**config.mk**
```make
export PLATFORM = sky130hd
export DESIGN_NAME = pe2ddr_ctrl
export DESIGN_NICKNAME = d
export VERILOG_FILES = /design/src/rtl/pe2ddr_ctrl.sv
export SDC_FILE = /design/constraint.sdc
export NUM_CORES = 1
export LEC_CHECK = 0
export ABC_AREA = 1
export CORE_ASPECT_RATIO = 1.75
export CORE_MARGIN = 2
export CORE_UTILIZATION = 40
export CTS_CLUSTER_DIAMETER = 150
export DETAILED_ROUTE_END_ITERATION = 10
export SLEW_MARGIN = 10
export SYNTH_ARGS = -nofsm -noshare
export SYNTH_HDL_FRONTEND = slang
export SYNTH_SLANG_ARGS = --single-unit
```
**constraint.sdc**
```tcl
create_clock -name clk -period 5.8 [get_ports clk]
set_input_delay 0.58 -clock clk [delete_from_list [all_inputs] [get_ports clk]]
set_output_delay 0.58 -clock clk [all_outputs]
set_load 0.05 [all_outputs]
```
**src/rtl/pe2ddr_ctrl.sv**
```systemverilog
// pe2ddr_ctrl: write-back instruction sequencer for the PE-to-DDR path.
// Latches one instruction, splits its burst sequence between the two DDR
// write ports, starts the ddr_addr_gen pair, waits for both to complete,
// then retires the instruction with a one-cycle done pulse.
// Optional feature macro: PE2DDR_CTRL_PERF_EN adds the perf_cycles counter.
module pe2ddr_ctrl #(
   parameter int DDR_ADDR_W = 32,
   parameter int BURST_W    = 8,
   parameter int INS_W      = 2*DDR_ADDR_W + 2*BURST_W + 2
) (
   input  logic                  clk,
   input  logic                  rst,
   input  logic [INS_W-1:0]      ins,
   input  logic                  ins_valid,
   output logic                  ins_ready,
   output logic                  ddr1_start,
   input  logic                  ddr1_done,
   output logic [DDR_ADDR_W-1:0] ddr1_st_addr,
   output logic [BURST_W-1:0]    ddr1_burst,
   output logic [DDR_ADDR_W-1:0] ddr1_step,
   output logic [BURST_W-1:0]    ddr1_burst_num,
   output logic                  ddr2_start,
   input  logic                  ddr2_done,
   output logic [DDR_ADDR_W-1:0] ddr2_st_addr,
   output logic [BURST_W-1:0]    ddr2_burst,
   output logic [DDR_ADDR_W-1:0] ddr2_step,
   output logic [BURST_W-1:0]    ddr2_burst_num,
   output logic                  busy,
`ifdef PE2DDR_CTRL_PERF_EN
   output logic [31:0]           perf_cycles,
`endif
   output logic                  done
);

   typedef enum logic [2:0] {
      S_IDLE,
      S_CALC,
      S_ISSUE,
      S_WAIT,
      S_FIN
   } state_t;

   state_t state, next_state;

   // Latched instruction fields
   logic [DDR_ADDR_W-1:0] st_addr_q, step_q;
   logic [BURST_W-1:0]    burst_q, bn_q;
   logic [1:0]            mode_q;

   // Outstanding generator flags
   logic pend1, pend2;

   // Split results, valid while in CALC
   logic [BURST_W:0]      n1;
   logic [BURST_W-1:0]    cnt1, cnt2;
   logic [DDR_ADDR_W-1:0] addr2;

   assign ins_ready = (state == S_IDLE);

   // Burst split and next-state decode
   always_comb begin
      // NOTE: every combinational output gets a default first so no path infers a latch.
      next_state = state;
      n1         = ({1'b0, bn_q} + (BURST_W+1)'(1)) >> 1;
      cnt1       = '0;
      cnt2       = '0;
      addr2      = st_addr_q;
      case (mode_q)
         2'b01: cnt1 = bn_q;
         2'b10: cnt2 = bn_q;
         2'b11: begin
            // Port 1 takes the larger half; port 2 resumes n1 strides later.
            cnt1  = BURST_W'(n1);
            cnt2  = bn_q >> 1;
            addr2 = st_addr_q + step_q * DDR_ADDR_W'(n1);
         end
         default: ;
      endcase

      case (state)
         S_IDLE:  if (ins_valid) next_state = S_CALC;
         S_CALC:  next_state = ((cnt1 != '0) || (cnt2 != '0)) ? S_ISSUE : S_FIN;
         S_ISSUE: next_state = S_WAIT;
         S_WAIT:  if (!pend1 && !pend2) next_state = S_FIN;
         S_FIN:   next_state = S_IDLE;
         default: next_state = S_IDLE;
      endcase
   end

   // State register
   always_ff @(posedge clk or negedge rst) begin
      // NOTE: sequential state uses non-blocking assignments so every register samples pre-edge values.
      if (!rst) state <= S_IDLE;
      else      state <= next_state;
   end

   // Instruction latch, port configuration, start pulses and pending flags
   always_ff @(posedge clk or negedge rst) begin
      if (!rst) begin
         st_addr_q      <= '0;
         step_q         <= '0;
         burst_q        <= '0;
         bn_q           <= '0;
         mode_q         <= '0;
         pend1          <= 1'b0;
         pend2          <= 1'b0;
         ddr1_start     <= 1'b0;
         ddr2_start     <= 1'b0;
         ddr1_st_addr   <= '0;
         ddr1_burst     <= '0;
         ddr1_step      <= '0;
         ddr1_burst_num <= '0;
         ddr2_st_addr   <= '0;
         ddr2_burst     <= '0;
         ddr2_step      <= '0;
         ddr2_burst_num <= '0;
         busy           <= 1'b0;
         done           <= 1'b0;
      end else begin
         ddr1_start <= 1'b0;
         ddr2_start <= 1'b0;
         busy       <= (next_state != S_IDLE);
         done       <= (next_state == S_FIN);

         if (state == S_IDLE && ins_valid) begin
            st_addr_q <= ins[DDR_ADDR_W-1:0];
            step_q    <= ins[2*DDR_ADDR_W-1:DDR_ADDR_W];
            burst_q   <= ins[2*DDR_ADDR_W+BURST_W-1:2*DDR_ADDR_W];
            bn_q      <= ins[2*DDR_ADDR_W+2*BURST_W-1:2*DDR_ADDR_W+BURST_W];
            mode_q    <= ins[2*DDR_ADDR_W+2*BURST_W+1:2*DDR_ADDR_W+2*BURST_W];
         end

         if (state == S_CALC) begin
            ddr1_st_addr   <= st_addr_q;
            ddr1_burst     <= burst_q;
            ddr1_step      <= step_q;
            ddr1_burst_num <= cnt1;
            ddr2_st_addr   <= addr2;
            ddr2_burst     <= burst_q;
            ddr2_step      <= step_q;
            ddr2_burst_num <= cnt2;
            ddr1_start     <= (cnt1 != '0);
            ddr2_start     <= (cnt2 != '0);
         end

         // Dones outside WAIT, or for an idle port, leave the flags untouched.
         if (state == S_ISSUE) begin
            pend1 <= ddr1_start;
            pend2 <= ddr2_start;
         end else if (state == S_WAIT) begin
            if (ddr1_done) pend1 <= 1'b0;
            if (ddr2_done) pend2 <= 1'b0;
         end
      end
   end

`ifdef PE2DDR_CTRL_PERF_EN
   // Saturating count of busy cycles since reset
   always_ff @(posedge clk or negedge rst) begin
      if (!rst)                              perf_cycles <= '0;
      else if (busy && perf_cycles != '1)    perf_cycles <= perf_cycles + 32'd1;
   end
`endif

endmodule

```
==> reports/metrics.cfg <==
[grt]
grt_pass1_vias=14400
grt_max_degree=112
grt_first_pass_wirelength_um=77100
grt_overflow=0
antenna_found_initial=0
grt_usage_pct=23.5

[synthesis]
synth_mux_area_share_pct=0.839
synth_most_common_cell=nand2_1
synth_ff_type=dfrtp_1
synth-xor-area-share_pct=0.761
synth_area_um2=16100
ys_top_cells_by_count=nand2_1, inv_1, nor2_1, dfrtp_1, fa_1
avgSynthCellArea_um2=8.23
synth_warnings=0
synthSimpleGateAreaFrac_pct=17.6
synth_edf_count=0
synthCells=1958
ys_seq_elements=211
ys_types=39
ys_seq_area_share_pct=32.8
synth_top_area_cell=dfrtp_1
async_flop_share_pct=100
ys_top_cells_by_area=dfrtp_1, fa_1, nand2_1
yosysTopAreaCellShare_pct=32.8
synthAdderAreaFrac_pct=26.4
mappedNetlistNets=2273
synth_top_family_by_area=adder cells
synth_compound_area_share_pct=9.71

[die]
initial_core_util_pct=40.4
core_um2=39900
die_h_um=270
dieArea_um2=42000
num_io_pins=252
dieWidth_um=156
row_count=97

[clock_tree]
path_clk_slew_ps=60
ctsHtreeMaxLevel=1
cts_root_buf=clkbuf_16
cts-hold-fix-buffers=0
cts_max_path_buffers=3
numCtsBuffers=23
post_cts_resized=0
post_cts.repair.setup_buffers=0
clock_latency_ps=550
clock-sinks=211
cts_tree=yes

[route]
drt_pass1_iterations=5
highest_layer=met4
post-route-drc-count=0
routed-via-count=13400
met1_length_um=17800
viasPerCell=5.01
totalWireLength_um=48500
drt_iter0_markers=633
wl_met2_um=25900
wl_per_cell_um=18.2
antenna_left=0
dr_wl_met3_um=2970

[worst_setup_path]
critPathSlowestCell=fa_1
max_stage_delay_ps=510
cp_num_buf_inv=4
crit_top_cell=fa_1
cp_max_fo=7
critPathCaptureType=flop
crit_path_cell_trace=ha_1, nand2_1, inv_2, nand2_1, nand2_4, buf_4, nor2_1, fa_1, fa_1, fa_1, inv_1, fa_1, inv_1, ha_1, a21o_1, a21oi_1, o21ai_1, a21oi_2, nor2_1, nor2_1, o21ai_0, a21oi_1, o21ai_0
r2r_slack_ps=270
crit_arrival_ps=5940
cpLargestDelayFamily=adder cells
required_ps=6210
critPathLaunchType=flop
crit_type=reg -> reg

[run_status]
run_status=finished clean

[place]
place_hpwl_um=37100
io_buffers=251
gp_congestion=0.907

[timing]
hold_viol=0
fin_crit_sh_pct=95.3
setup_viol=0
drv_slew=0
tns_ps=0
fin_skew_ps=17.6
slew_headroom_pct=29.7
min_period_ps=5530
max_freq_mhz=181
worstMarginPinSlew_ps=1050
rsz0062_at_grt=false
hold_slack_ps=9.76

[cells_and_area]
drive_above_1_share_pct=4.65
fin_util_pct=49.7
finalNetCount=2472
areaGrowthSynthToFinish_pct=23.1
n_antenna_cell=0

[job]
cap_violations=0

[min_path]
hold_path_class=in -> async

path summary, 6_finish.rpt:
| check | end | from | depth (start not counted) |
|---|---|---|---|
| worst max register to register | ddr2_st_addr[21] | bn_q[0] | 23 |
| worst max-delay path | ddr2_st_addr[21] | bn_q[0] | 23 |
| worst min register to register | ddr2_burst[4] | burst_q[4] | 2 |
| worst min-delay path | ddr2_step[28] | rst | 1 |
| min in group clk | ddr2_burst[4] | burst_q[4] | 2 |
| max in group asynchronous | ddr2_step[3] | rst | 2 |
through the flow:
step,setup slack [ps],instance area (um^2),instances
final,271,19800,2667
after global routing,2.45,19800,2667
after CTS,90.3,19800,2667
after detailed placement,138,19000,2627
after global placement,164,19000,2627
after floorplan,755,16100,1958
placed cells by master, fill, tap and decap left out, types with 5 or more instances in the layout:
master             n
a21oi_1          126
clkdlybuf4s50_1  250
mux2_2            12
o211ai_1           5
nand2_1          375
nor3_1             5
a21o_1             8
buf_4             28
nand4_1           15
clkbuf_16         23
o21ai_0          123
xor2_1             9
inv_1            361
o22ai_1           12
nand3_1           41
ha_1              42
dfrtp_1          211
o21ai_1            7
nor2_1           276
fa_1             186
xnor2_1            5
layout make-up:
class / count / area, um^2
tap: 495 / 619
multi-input combinational: 1275 / 8960
sequential: 211 / 5280
fill: 3914 / 20100
clock inverter: 10 / 165
timing repair buffer: 283 / 2810
clock buffer: 30 / 632
inverter: 363 / 1370
cell families (layout without fill, tap and decap cells):
family                     count (synthesis)  in the layout
buffers and inverters                    472            686
AOI/OAI and AO/OA                        296            296
xor gates and xnor gates                  14             14
DFF                                      211            211
adders and majority gates                228            228
muxes                                     12             12
and+or+nand+nor                          725            725
registers in the layout, summed over array words and instances (netlist names), 2 cells and up:
register        cells
bn_q                8
burst_q             8
ddr1_burst_num      8
ddr1_st_addr       32
ddr2_burst          8
ddr2_burst_num      8
ddr2_st_addr       32
ddr2_step          32
mode_q              2
st_addr_q          32
state               3
step_q             32
per-layer routing:
metal	track usage, %	vias up
met5	0	-
met4	8.55	0
met3	5.24	96
li1	-	6304
met1	26.1	6586
met2	43.5	370
Power is not shown: default switching activity piles up to over one toggle a cycle in this logic, so the estimate is an artifact.
